## config.mk

```make
export PLATFORM = sky130hd
export DESIGN_NAME = pid_ctrl
export DESIGN_NICKNAME = d
export VERILOG_FILES = /design/src/rtl/pid_ctrl.sv
export SDC_FILE = /design/constraint.sdc
export NUM_CORES = 1
export LEC_CHECK = 0
export BUFFER_PORTS_ARGS = -buffer_cell sky130_fd_sc_hd__buf_2
export CAP_MARGIN = 20
export CORE_ASPECT_RATIO = 1.4
export CORE_MARGIN = 8
export CORE_UTILIZATION = 35
export DETAILED_ROUTE_END_ITERATION = 10
export PLACE_DENSITY_LB_ADDON = 0.25
export SYNTH_ARGS = -nofsm -noshare
export SYNTH_HDL_FRONTEND = slang
export SYNTH_SLANG_ARGS = --single-unit
```

## constraint.sdc

```tcl
create_clock -name clk -period 12.11 [get_ports clk]
set_clock_uncertainty 0.05 [all_clocks]
set_input_delay 0.6055 -clock clk [delete_from_list [all_inputs] [get_ports clk]]
set_output_delay 0.6055 -clock clk [all_outputs]
set_load 0.01 [all_outputs]
```

## src/rtl/pid_ctrl.sv

```systemverilog
// pid_ctrl: saturated PID term computation and differential wheel-speed mix.
// Three-state sequencer: IDLE captures a sample, CALC forms the PID sum, and OUT
// registers clamped left/right speeds and pulses pid_vld.
module pid_ctrl #(
  parameter int unsigned P_COEF = 3,
  parameter int unsigned D_COEF = 7,
  parameter int unsigned I_SHFT = 4
) (
  input  logic               clk,
  input  logic               rst_n,
  input  logic               go,
  input  logic signed [15:0] error,
  input  logic               err_vld,
  input  logic [10:0]        mast_spd,
  output logic [10:0]        lft_spd,
  output logic [10:0]        rht_spd,
  output logic               pid_vld
);

  typedef enum logic [1:0] {IDLE, CALC, OUT} state_e;

  localparam logic signed [13:0] P_K = 14'(P_COEF);
  localparam logic signed [13:0] D_K = 14'(D_COEF);

  state_e             state_q;
  logic signed [9:0]  err_sat_q, err_sat_d;
  logic signed [9:0]  prev_err_q;
  logic signed [15:0] integ_q, integ_d;
  logic signed [7:0]  d_sat_q, d_sat_d;
  logic signed [13:0] pid_q, pid_d;
  logic [10:0]        lft_spd_q, lft_spd_d;
  logic [10:0]        rht_spd_q, rht_spd_d;
  logic               pid_vld_q;

  logic signed [15:0] es16, integ_sum;
  logic signed [10:0] d_diff;
  logic signed [13:0] p_term, i_term, d_term;
  logic signed [13:0] base, lft_raw, rht_raw;

  // Capture: saturate error, update integrator (hold on overflow), clamp delta.
  always_comb begin
    err_sat_d = error[9:0];
    if (error > 16'sd511)       err_sat_d = 10'sd511;
    else if (error < -16'sd512) err_sat_d = -10'sd512;

    es16      = {{6{err_sat_d[9]}}, err_sat_d};
    integ_sum = integ_q + es16;
    integ_d   = integ_sum;
    if ((integ_q[15] == es16[15]) && (integ_sum[15] != integ_q[15]))
      integ_d = integ_q;

    // History is the previously captured sample, never the one being captured.
    d_diff  = {err_sat_d[9], err_sat_d} - {prev_err_q[9], prev_err_q};
    d_sat_d = d_diff[7:0];
    if (d_diff > 11'sd127)       d_sat_d = 8'sd127;
    else if (d_diff < -11'sd128) d_sat_d = -8'sd128;
  end

  // Term compute: P + I + D from the captured sample and the updated integrator.
  always_comb begin
    p_term = {{4{err_sat_q[9]}}, err_sat_q} * P_K;
    i_term = 14'(integ_q >>> I_SHFT);
    d_term = {{6{d_sat_q[7]}}, d_sat_q} * D_K;
    pid_d  = p_term + i_term + d_term;
  end

  // Output mix: base speed plus/minus PID, each clamped to [0,2047].
  always_comb begin
    base    = {3'b000, mast_spd};
    lft_raw = base + pid_q;
    rht_raw = base - pid_q;

    lft_spd_d = lft_raw[10:0];
    if (lft_raw < 14'sd0)         lft_spd_d = 11'd0;
    else if (lft_raw > 14'sd2047) lft_spd_d = 11'd2047;

    rht_spd_d = rht_raw[10:0];
    if (rht_raw < 14'sd0)         rht_spd_d = 11'd0;
    else if (rht_raw > 14'sd2047) rht_spd_d = 11'd2047;
  end

  // Sequencer and all datapath state; go low stops the motors and flushes history.
  always_ff @(posedge clk or negedge rst_n) begin
    if (!rst_n) begin
      state_q    <= IDLE;
      err_sat_q  <= '0;
      prev_err_q <= '0;
      integ_q    <= '0;
      d_sat_q    <= '0;
      pid_q      <= '0;
      lft_spd_q  <= '0;
      rht_spd_q  <= '0;
      pid_vld_q  <= 1'b0;
    end else if (!go) begin
      state_q    <= IDLE;
      err_sat_q  <= '0;
      prev_err_q <= '0;
      integ_q    <= '0;
      d_sat_q    <= '0;
      pid_q      <= '0;
      lft_spd_q  <= '0;
      rht_spd_q  <= '0;
      pid_vld_q  <= 1'b0;
    end else begin
      pid_vld_q <= 1'b0;
      case (state_q)
        IDLE: begin
          if (err_vld) begin
            err_sat_q  <= err_sat_d;
            prev_err_q <= err_sat_d;
            integ_q    <= integ_d;
            d_sat_q    <= d_sat_d;
            state_q    <= CALC;
          end
        end
        CALC: begin
          pid_q   <= pid_d;
          state_q <= OUT;
        end
        OUT: begin
          lft_spd_q <= lft_spd_d;
          rht_spd_q <= rht_spd_d;
          pid_vld_q <= 1'b1;
          state_q   <= IDLE;
        end
        default: state_q <= IDLE;
      endcase
    end
  end

  assign lft_spd = lft_spd_q;
  assign rht_spd = rht_spd_q;
  assign pid_vld = pid_vld_q;

endmodule

```

==> reports/results.ini, run 1 <==
[status]
status=completed

[worst_setup_path]
critPathLaunchType=flop
crit_path_frequent_cell=fa_1
required_ns=12.28
path_buf_inv=2
crit_start=prev_err_q[2]$_DFFE_PN0P_
critical_path.top_delay_family=adder cells
r2r-start=prev_err_q[2]$_DFFE_PN0P_
critPathKind=flop to flop
crit_path_max_fanout=4
path_cells=inv_1 > fa_1 > fa_1 > fa_1 > inv_1 > fa_1 > ha_1 > nand2b_1 > a21oi_1 > o211ai_1 > a21oi_1 > nor2_1 > a21oi_1 > xnor2_1 > o21ai_0
endpoint_kind=flop
cpMaxStageDelayCell=fa_1
cp.arrival_ns=4.36
cpPeakStageDelay_ns=0.56

[global_route]
grt_pass1_wl_mm=28.5
grt_usage_pct=14.4
grt-ovfl-total=0
grt_pass1_vias=5804
antenna_found_initial=0
grt_max_degree=74

[cells_and_area]
diodes=0
filler_cell_count=2035
area_growth_pct=12.0
layout-drive-gt1-share_pct=12.7
layout.nets=957
design_area_um2=7790

[cts]
cts-root-buf=clkbuf_16
postCtsHoldBufs=0
clock_path_buffers=2
cts_resized=0
clock_sinks=73
h-tree-depth=3
path_clk_slew_ns=0.07
cts_setup_buffers=0
cts-buffers-inserted=9
clock_latency_ns=0.35
cts_tree=yes

[job]
cap_viol_max_count=0

[synth]
ys_ff_latch=73
ys_warn_count=0
synth-edff-count=0
syn_nets=912
synth_top_cell_by_area=dfrtp_1
syn_inst=766
netlist.area_leader.share_pct=26.3
seq_area_frac_synth_pct=26.3
ys.flop_type=dfrtp_1
avgSynthCellArea_um2=9.08
synthTopCellsByArea=dfrtp_1 (26%), ha_1 (14%), fa_1 (11%), inv_1 (4.0%), nor2_1 (3.8%)
async_flop_share_pct=100
syn_area_um2=6950
ys_types=75

[power]
p_seq_share_pct=24.0
p_comb_share_pct=52.6
p_sw_share_pct=41.3
p_per_area_nw_per_um2=166
p_int_uw=757
net-switching-power_uw=533
p_leak_uw=0.00362
vdd_drop_max_v=0.0000871
pwr-share-clk_pct=23.4

[place]
io_buffers=53
place_congestion=0.811
dp_hpwl_mm=13.9
dpl_cell_area_um2=7450

[timing]
hold_viol=0
maxSlewHeadroom_pct=27.3
finalSetupViolations=0
worst_slew_pin_slew_ns=1.08
max_freq_mhz=239
rsz0062_at_grt=no
slew_violations=0
period_share_pct=34.6
final.setup.tns_ns=0
min_period_ns=4.19

[route]
ant_nets=0
first_pass_iters=4
vias=5560
detail_route.wl_per_cell_um=16.1
avgViaCountPerCell=5.21
drc=0
wl_mm=17.2
drt_first_iter_violations=249

[die]
io_pins=54
die_h_um=183
start_util_pct=35.3
fp.coreArea_um2=19700
dieArea_um2=24700
num_rows=61
die_w_um=135

[min_path]
hold_path_class=input pin to asynchronous set/reset pin

## state kept, by name, indices dropped and copies added (netlist names)
register,flops
integ_q,16
pid_q,14
lft_spd,11
rht_spd,11
prev_err_q,10
d_sat_q,8
state_q,2
pid_vld,1
## per-stage QoR
stage	std cells	power, uW	hold WS, ns	setup WS, ns	utilization (%)
2_1_floorplan	766	855	0.260	8.23	-
3_5_place_dp	1051	996	0.402	7.67	37.8
6_report	1068	1290	0.362	7.92	39.5
4_1_cts	1067	1300	0.401	7.90	39.5
5_1_grt	1068	1410	0.437	7.69	39.5
3_3_place_gp	1051	987	0.395	7.61	37.8
## layout make-up
| type | count | area (um2) | area share [%] |
|---|---|---|---|
| multi-input cells | 594 | 4720 | 60.7 |
| flip-flops and latches | 73 | 1830 | 23.5 |
| well taps | 252 | 315 | 4.05 |
| repair buffers | 59 | 313 | 4.02 |
| inverters | 74 | 278 | 3.57 |
| clock buffers | 10 | 239 | 3.07 |
| clock inverters | 6 | 91.3 | 1.17 |
## logic make-up (layout without fill, tap and decap cells)
group	after synthesis	in the layout	synth area share [%]
AO/OA/AOI/OAI	206	206	21.4
XOR/XNOR	39	39	4.91
adder cells (fa/ha/maj)	115	115	24.9
buffers and inverters	99	149	5.81
flip-flops	73	73	26.3
multiplexers	5	5	0.846
AND/OR/NAND/NOR	229	229	15.8
## power groups by stage
| stage | logic, uW | registers [uW] | clock network [uW] |
|---|---|---|---|
| 2_1_floorplan | 550 | 305 | 0 |
| 4_1_cts | 687 | 311 | 306 |
| 3_3_place_gp | 673 | 314 | 0 |
| 3_5_place_dp | 681 | 315 | 0 |
| 6_report | 678 | 310 | 302 |
| 5_1_grt | 775 | 316 | 317 |
## worst paths after layout
kind	end	slack (ns)	cells past startpoint
worst min register to register	rht_spd[3]$_DFFE_PN0P_	0.41	2
worst max register to register	pid_q[13]$_DFFE_PN0P_	7.92	15
min in group clk	rht_spd[3]$_DFFE_PN0P_	0.41	2
worst min-delay path	lft_spd[1]$_DFFE_PN0P_	0.36	1
worst max-delay path	pid_q[13]$_DFFE_PN0P_	7.92	15
max in group asynchronous	pid_q[1]$_DFFE_PN0P_	11.00	1
## layout by cell type, fill, tap and decap left out, types with 12 or more instances in the layout
cell type  count
xnor2_1       25
o31ai_1       12
o21ai_0       38
nand3_1       25
buf_2         52
inv_1         74
nor2_1        70
nand2_1       62
a21oi_1       48
dfrtp_1       73
xor2_1        14
ha_1          76
nor3_1        18
fa_1          39
o211ai_1      15
o21a_1        17
## routing by layer
layer	vias up	global-route usage [%]	part of all wire (%)	routed length (um)
li1	2791	-	-	-
met5	-	0	0	0
met1	2649	15.8	41	7040
met3	24	2.16	3.3	567
met2	96	26.9	53	9180
met4	0	5.53	2.3	396
## Yosys cell counts, drive strengths merged (4+ instances only)
master	count
a211oi	5
a21o	6
a21oi	50
a221o	11
a22o	5
a31oi	4
and2	4
and3	4
buf	13
clkbuf	12
dfrtp	73
fa	39
ha	76
inv	74
mux2i	4
nand2	62
nand2b	12
nand3	25
nor2	70
nor2b	9
nor3	20
nor4	5
o211ai	17
o21a	18
o21ai	44
o31ai	13
or2	4
xnor2	25
xor2	14
Note: power is estimated with default switching activity, not from simulation.
==> inputs of run 2 (changes only) <==
--- a/config.mk
+++ b/config.mk
@@ -5,6 +5,7 @@
 export SDC_FILE = /design/constraint.sdc
 export NUM_CORES = 1
 export LEC_CHECK = 0
+export ABC_AREA = 1
 export BUFFER_PORTS_ARGS = -buffer_cell sky130_fd_sc_hd__buf_2
 export CAP_MARGIN = 20
 export CORE_ASPECT_RATIO = 1.4
==> constraint.sdc (replaced) <==
create_clock -name clk -period 4.2 [get_ports clk]
set_clock_uncertainty 0.05 [all_clocks]
set_input_delay 0.21 -clock clk [delete_from_list [all_inputs] [get_ports clk]]
set_output_delay 0.21 -clock clk [all_outputs]
set_load 0.01 [all_outputs]
==> reports/results.ini, run 2 <==
[min_path]
hold_path_class=input pin to flop

[synth]
syn_area_um2=7250  ; +4.3%
yosysMostFrequentCell=nand2_1
netlist.area_leader.share_pct=25.2  ; -1.1 points
ys.flop_type=dfrtp_1
synth_compound_gate_area_share_pct=9.69  ; -12 points
synthTopCellsByArea=dfrtp_1 (25%), nand2_1 (17%), ha_1 (13%), fa_1 (11%), inv_1 (6.9%)
synth_xor_area_share_pct=4.10  ; -0.81 points
synthSimpleGateAreaFrac_pct=28.7  ; +13 points
synth-edff-count=0  ; unchanged
ys_warn_count=0  ; unchanged
syn_nets=1150  ; +26%
seq_area_frac_synth_pct=25.2  ; -1.1 points
synthAdderAreaFrac_pct=23.9  ; -1.0 points
avgSynthCellArea_um2=7.23  ; -20%
syn_inst=1004  ; +31%
synth_top_cell_by_area=dfrtp_1
netlist_top_cells_count=nand2_1 (333), inv_1 (133), ha_1 (76)
synth_top_family_by_area=simple AND/OR/NAND/NOR gates
ys_types=40  ; -47%
async_flop_share_pct=100  ; unchanged
ys_ff_latch=73  ; unchanged
synth_mux_area_share_pct=0  ; -0.85 points

[cells_and_area]
layout.nets=1199  ; +25%
final_common_cell=nand2_1
top_register=integ_q
largest_reg_flops=16  ; unchanged
layout_common_cells=nand2_1 (333), inv_1 (133), ha_1 (76), dfrtp_1 (73), nand3_1 (67)
area_growth_pct=11.5
reg.largest.list=integ_q: 16 flops, pid_q: 14 flops
layout-drive-gt1-share_pct=9.17  ; -3.6 points
diodes=0  ; unchanged

[worst_setup_path]
cpMaxStageDelayCell=fa_1
cpPeakStageDelay_ns=0.55  ; about the same
critical_path.top_delay_family=adder cells
path_cells=inv_1 > fa_1 > fa_1 > fa_1 > inv_1 > fa_1 > ha_1 > nand3b_1 > nand2_1 > a21boi_1 > o21ai_2 > nand2_1 > nand3_1 > nand3_1 > o21ai_0
required_ns=4.37  ; -7.91 ns
critPathKind=flop to flop
crit_path_frequent_cell=fa_1
cp.arrival_ns=4.12  ; -0.24 ns
endpoint_kind=flop
crit_path_max_fanout=4  ; unchanged
path_buf_inv=2  ; unchanged
critPathLaunchType=flop

[global_route]
grt_pass1_wl_mm=33.3  ; +17%
grt_max_degree=74  ; unchanged
grt_usage_pct=16.3  ; +1.9 points
grt_pass1_vias=6747  ; +16%
antenna_found_initial=0  ; unchanged
grt-ovfl-total=0  ; unchanged

[power]
p_int_uw=2560  ; +240%
p_seq_share_pct=19.6  ; -4.4 points
p_leak_uw=0.00449  ; +24%
pwr-share-clk_pct=15.5  ; -7.9 points
p_per_area_nw_per_um2=630  ; +280%
p_sw_share_pct=49.8  ; +8.5 points
vdd_drop_max_v=0.000327  ; +280%
p_comb_share_pct=64.9  ; +12 points
net-switching-power_uw=2540  ; +380%

[cts]
h-tree-depth=3  ; unchanged
cts_tree=yes
cts-buffers-inserted=9  ; unchanged
cts_setup_buffers=0  ; unchanged
cts-root-buf=clkbuf_16
clock_path_buffers=2  ; unchanged
clock_latency_ns=0.35  ; about the same
path_clk_slew_ns=0.06  ; about the same
clock_sinks=73  ; unchanged

[timing]
min_period_ns=3.94  ; -0.248 ns
hold_viol=0  ; unchanged
final.setup.tns_ns=0  ; unchanged
slew_violations=0  ; unchanged
period_share_pct=93.9  ; +59 points
worst_slew_pin_slew_ns=0.959  ; -0.118 ns
rsz0062_at_grt=no
maxSlewHeadroom_pct=36.1  ; +8.8 points
hold_ws_ns=0.233  ; -0.129 ns
finalSetupViolations=0  ; unchanged
max_freq_mhz=254  ; +6.3%

[route]
drt_first_iter_violations=295  ; +18%
ant_nets=0  ; unchanged
drc=0  ; unchanged
detail_route.wl_per_cell_um=15.1  ; -6.2%
avgViaCountPerCell=4.89  ; -6.0%
first_pass_iters=5  ; +1
wl_mm=19.8  ; +15%
vias=6432  ; +16%

[status]
status=completed

[die]
die_w_um=138  ; +1.9%
io_pins=54  ; unchanged
num_rows=62  ; +1.6%
fp.coreArea_um2=20400  ; +3.6%
dieArea_um2=25700  ; +3.9%
die_h_um=186  ; +2.0%
start_util_pct=35.6  ; +0.24 points

[place]
dp_hpwl_mm=16.5  ; +19%
place_congestion=0.961  ; +19%
io_buffers=53  ; unchanged

[job]
cap_viol_max_count=0  ; unchanged

run 2: cell count changes after synthesis, sizes merged, moves of 12 or more:
cell / before / now
o21a: 18 / 1
nand3: 25 / 69
nand2b: 12 / 0
o211ai: 17 / 0
nand2: 62 / 342
o31ai: 13 / 0
xnor2: 25 / 11
inv: 74 / 136
run 2: cells by family (layout without fill, tap and decap cells):
kind of cell,count (synthesis),after routing
AND/OR/NAND/NOR,502,502
flip-flops,73,73
XOR/XNOR,34,34
adder cells (fa/ha/maj),115,115
AO/OA/AOI/OAI,124,124
buffers and inverters,156,210
run 2: final cells by class:
class / count / area (um2)
repair buffers: 58 / 308
clock buffers: 10 / 229
well taps: 256 / 320
multi-input cells: 775 / 4820
clock inverters: 6 / 68.8
flip-flops and latches: 73 / 1830
fillers: 2228 / 12300
inverters: 136 / 510
run 2: path summary, 6_finish.rpt:
path | from | cells past startpoint | slack [ns] | to
max | prev_err_q[2]$_DFFE_PN0P_ | 15 | 0.26 | pid_q[11]$_DFFE_PN0P_
min | error[2] | 5 | 0.23 | prev_err_q[2]$_DFFE_PN0P_
max reg2reg | prev_err_q[2]$_DFFE_PN0P_ | 15 | 0.26 | pid_q[11]$_DFFE_PN0P_
min reg2reg | rht_spd[3]$_DFFE_PN0P_ | 2 | 0.42 | rht_spd[3]$_DFFE_PN0P_
max in group asynchronous | rst_n | 2 | 2.98 | integ_q[5]$_DFFE_PN0P_
min in group asynchronous | rst_n | 2 | 0.51 | rht_spd[9]$_DFFE_PN0P_
run 2: through the flow:
step           power [uW]  setup WS, ns  util [%]  instances  cell area [um2]
2_1_floorplan        3530         0.329         -       1004             7250
3_3_place_gp         4270         0.121      38.1       1297             7770
3_5_place_dp         4300        0.0806      38.1       1297             7770
4_1_cts              5110        0.0647      39.6       1314             8080
5_1_grt              5660        0.0159      39.6       1314             8090
6_report             5100         0.257      39.6       1314             8090
run 2: worst reg2reg max path: stages, from the launching register on:
cell	delay, ns
dfrtp_1	0.37
inv_1	0.10
fa_1	0.55
fa_1	0.44
fa_1	0.54
inv_1	0.05
fa_1	0.45
ha_1	0.36
nand3b_1	0.12
nand2_1	0.12
a21boi_1	0.26
o21ai_2	0.10
nand2_1	0.08
nand3_1	0.07
nand3_1	0.08
o21ai_0	0.08
run 2: power groups by stage:
stage / Sequential (uW) / Clock, uW / Combinational, uW
finish: 1000 / 791 / 3310
global route: 1020 / 831 / 3810
CTS: 1000 / 801 / 3300
detailed placement: 1010 / 0 / 3280
global placement: 1010 / 0 / 3260
floorplan: 969 / 0 / 2560
run 2: metal layers:
layer	vias up	track usage (%)	routed length (um)
li1	3303	-	-
met1	2944	16.4	7590
met2	139	31.2	10800
met3	46	1.80	580
met4	0	8.39	875
met5	-	0	0
run 2: what timing repair did:
action	4_1_cts	5_1_grt
hold buffers	1	0
setup endpoints to repair	0	4
endpoints found under the hold margin	4	0
resized for setup	0	6
==> inputs of run 3 (changes only) <==
--- a/config.mk
+++ b/config.mk
@@ -6,7 +6,7 @@
 export NUM_CORES = 1
 export LEC_CHECK = 0
 export ABC_AREA = 1
-export BUFFER_PORTS_ARGS = -buffer_cell sky130_fd_sc_hd__buf_2
+export BUFFER_PORTS_ARGS = -buffer_cell sky130_fd_sc_hd__clkbuf_2
 export CAP_MARGIN = 20
 export CORE_ASPECT_RATIO = 1.4
 export CORE_MARGIN = 8
==> reports/results.ini, run 3 (synthesis gave the netlist of run 2 again) <==
[cts]
cts_tree=yes
clock_path_buffers=2  ; unchanged
path_clk_slew_ns=0.06  ; about the same
cts-buffers-inserted=9  ; unchanged
clock_latency_ns=0.34  ; about the same
h-tree-depth=3  ; unchanged
cts-root-buf=clkbuf_16
clock_sinks=73  ; unchanged

[cells_and_area]
layout_common_cells=nand2_1 (333), inv_1 (133), ha_1 (76), dfrtp_1 (73), nand3_1 (67)
filler_cell_count=2168  ; -2.7%
largest_reg_flops=16  ; unchanged
layout-drive-gt1-share_pct=9.18  ; about the same
final_common_cell=nand2_1
area_growth_pct=11.3
seq_area_um2=1830  ; unchanged
top_register=integ_q
reg.largest.list=integ_q: 16 flops, pid_q: 14 flops
fin_util_pct=39.6  ; -0.049 points
design_area_um2=8080  ; -0.12%
layout.nets=1198  ; -0.083%
diodes=0  ; unchanged
multi_input_area_um2=4820  ; unchanged

[die]
io_pins=54  ; unchanged
fp.coreArea_um2=20400  ; unchanged
die_h_um=186  ; unchanged
start_util_pct=35.6  ; unchanged
die_w_um=138  ; unchanged
dieArea_um2=25700  ; unchanged
num_rows=62  ; unchanged

[status]
status=finished with violations
violations=negative hold slack

[route]
drt_first_iter_violations=224  ; -24%
detail_route.wl_per_cell_um=15.1  ; -0.23%
avgViaCountPerCell=4.89  ; about the same
wl_mm=19.8  ; -0.31%
drc=0  ; unchanged
first_pass_iters=5  ; unchanged
vias=6421  ; -0.17%
ant_nets=0  ; unchanged

[power]
p_int_uw=2570  ; +0.52%
p_per_area_nw_per_um2=630  ; about the same
p_comb_share_pct=64.9  ; about the same
p_sw_share_pct=49.4  ; -0.31 points
p_seq_share_pct=19.7  ; about the same
p_leak_uw=0.00448  ; -0.17%
pwr-share-clk_pct=15.4  ; about the same
net-switching-power_uw=2520  ; -0.73%
vdd_drop_max_v=0.000334  ; +2.1%
p_total_uw=5090  ; -0.10%

[worst_setup_path]
reg2reg_depth=12  ; -3
r2r_end=pid_q[13]$_DFFE_PN0P_
cpMaxStageDelayCell=fa_1
endpoint_kind=flop
path_cells=fa_1 > fa_1 > fa_1 > fa_1 > ha_1 > a21oi_1 > o21ai_0 > nand2_1 > nand4_1 > or2_2 > nand3_1 > o21ai_0
r2r_slack_ns=0.25  ; about the same
crit_path_max_fanout=7  ; +3
r2r-start=d_sat_q[7]$_DFFE_PN0P_
critPathKind=flop to flop
required_ns=4.37  ; about the same
cp.arrival_ns=4.11  ; about the same
crit_path_frequent_cell=fa_1
critPathLaunchType=flop
cpPeakStageDelay_ns=0.57  ; +0.02 ns

[place]
dpl_cell_area_um2=7770  ; unchanged
dp_hpwl_mm=16.6  ; +0.53%
io_buffers=53  ; unchanged
dp_slack_ns=0.0375  ; -0.0431 ns
place_congestion=0.948  ; -1.3%

[global_route]
grt-ovfl-total=0  ; unchanged
met2_usage_pct=31.6  ; +0.34 points
use_met1_pct=16.3  ; -0.15 points
antenna_found_initial=0  ; unchanged
globalRouteMet3Util_pct=1.94  ; +0.13 points
busiest_layer=met2
grt_pass1_vias=6735  ; -0.18%
grt_pass1_wl_mm=32.9  ; -1.0%
grt_usage_pct=16.1  ; -0.16 points
grt_max_degree=74  ; unchanged

[timing]
maxSlewHeadroom_pct=34.6  ; -1.5 points
period_share_pct=94.0  ; +0.097 points
max_freq_mhz=253  ; -0.10%
min_period_ns=3.95  ; +0.00409 ns
layout_setup_ws_ns=0.253  ; -0.00409 ns
hold_viol=36  ; +36
finalSetupViolations=0  ; unchanged
worst_slew_pin_slew_ns=0.981  ; +0.0224 ns
slew_violations=0  ; unchanged
final.setup.tns_ns=0  ; unchanged
hold_ws_ns=-0.0310  ; -0.264 ns
rsz0062_at_grt=yes

[min_path]
hold_path_class=input pin to asynchronous set/reset pin

[job]
cap_viol_max_count=0  ; unchanged

==> run 3: cell type report <==
class,instances,share of cell area (%)
inverter,136,6.32
clock buffer,11,3.01
sequential,73,22.6
clock inverter,5,0.682
tap,256,3.97
multi-input combinational,775,59.7
timing repair buffer,57,3.69
==> run 3: stage by stage <==
stage	hold WS, ns	cells
after floorplan	-0.136	1004
after global placement	0.371	1297
after detailed placement	0.384	1297
after CTS	0.0131	1313
after global routing	0.0564	1313
final	-0.0310	1313
==> run 3: how the worst max path moves through the flow <==
stage                                    startpoint               endpoint  slack, ns  cells past startpoint
final                        d_sat_q[7]$_DFFE_PN0P_  pid_q[13]$_DFFE_PN0P_       0.25                     12
after global routing      prev_err_q[2]$_DFFE_PN0P_  pid_q[10]$_DFFE_PN0P_      0.008                     15
after CTS                 prev_err_q[2]$_DFFE_PN0P_  pid_q[10]$_DFFE_PN0P_       0.03                     15
after detailed placement  prev_err_q[2]$_DFFE_PN0P_  pid_q[10]$_DFFE_PN0P_       0.04                     15
after global placement    prev_err_q[2]$_DFFE_PN0P_  pid_q[10]$_DFFE_PN0P_       0.12                     15
after floorplan           prev_err_q[2]$_DFFE_PN0P_  pid_q[10]$_DFFE_PN0P_       0.33                     15
==> run 3: metal layers <==
layer / share of wire [%] / vias up / wire length, um
li1: - / 3298 / -
met1: 38 / 2987 / 7500
met2: 56 / 104 / 11100
met3: 2.9 / 32 / 577
met4: 2.8 / 0 / 549
met5: 0 / - / 0
==> run 3: repair_timing <==
action / CTS / global route
setup buffers: 0 / 0
hold endpoints to repair: 0 / 0
hold buffers: 0 / 0
resized for setup: 0 / 6
setup endpoints to repair: 0 / 4
==> run 3: worst max-delay path: cells and delay by family (launching register included) <==
| family | cells | cell delay [ns] |
|---|---|---|
| adders and majority gates | 5 | 2.33 |
| DFF | 1 | 0.51 |
| and+or+nand+nor | 4 | 0.50 |
| AOI/OAI and AO/OA | 3 | 0.41 |
==> run 3: power by group through the flow <==
stage | clock [uW] | combinational [uW] | sequential, uW
floorplan | 0 | 2560 | 969
global placement | 0 | 3260 | 1010
detailed placement | 0 | 3280 | 1020
CTS | 800 | 3300 | 1010
global route | 828 | 3820 | 1030
finish | 784 | 3300 | 1000
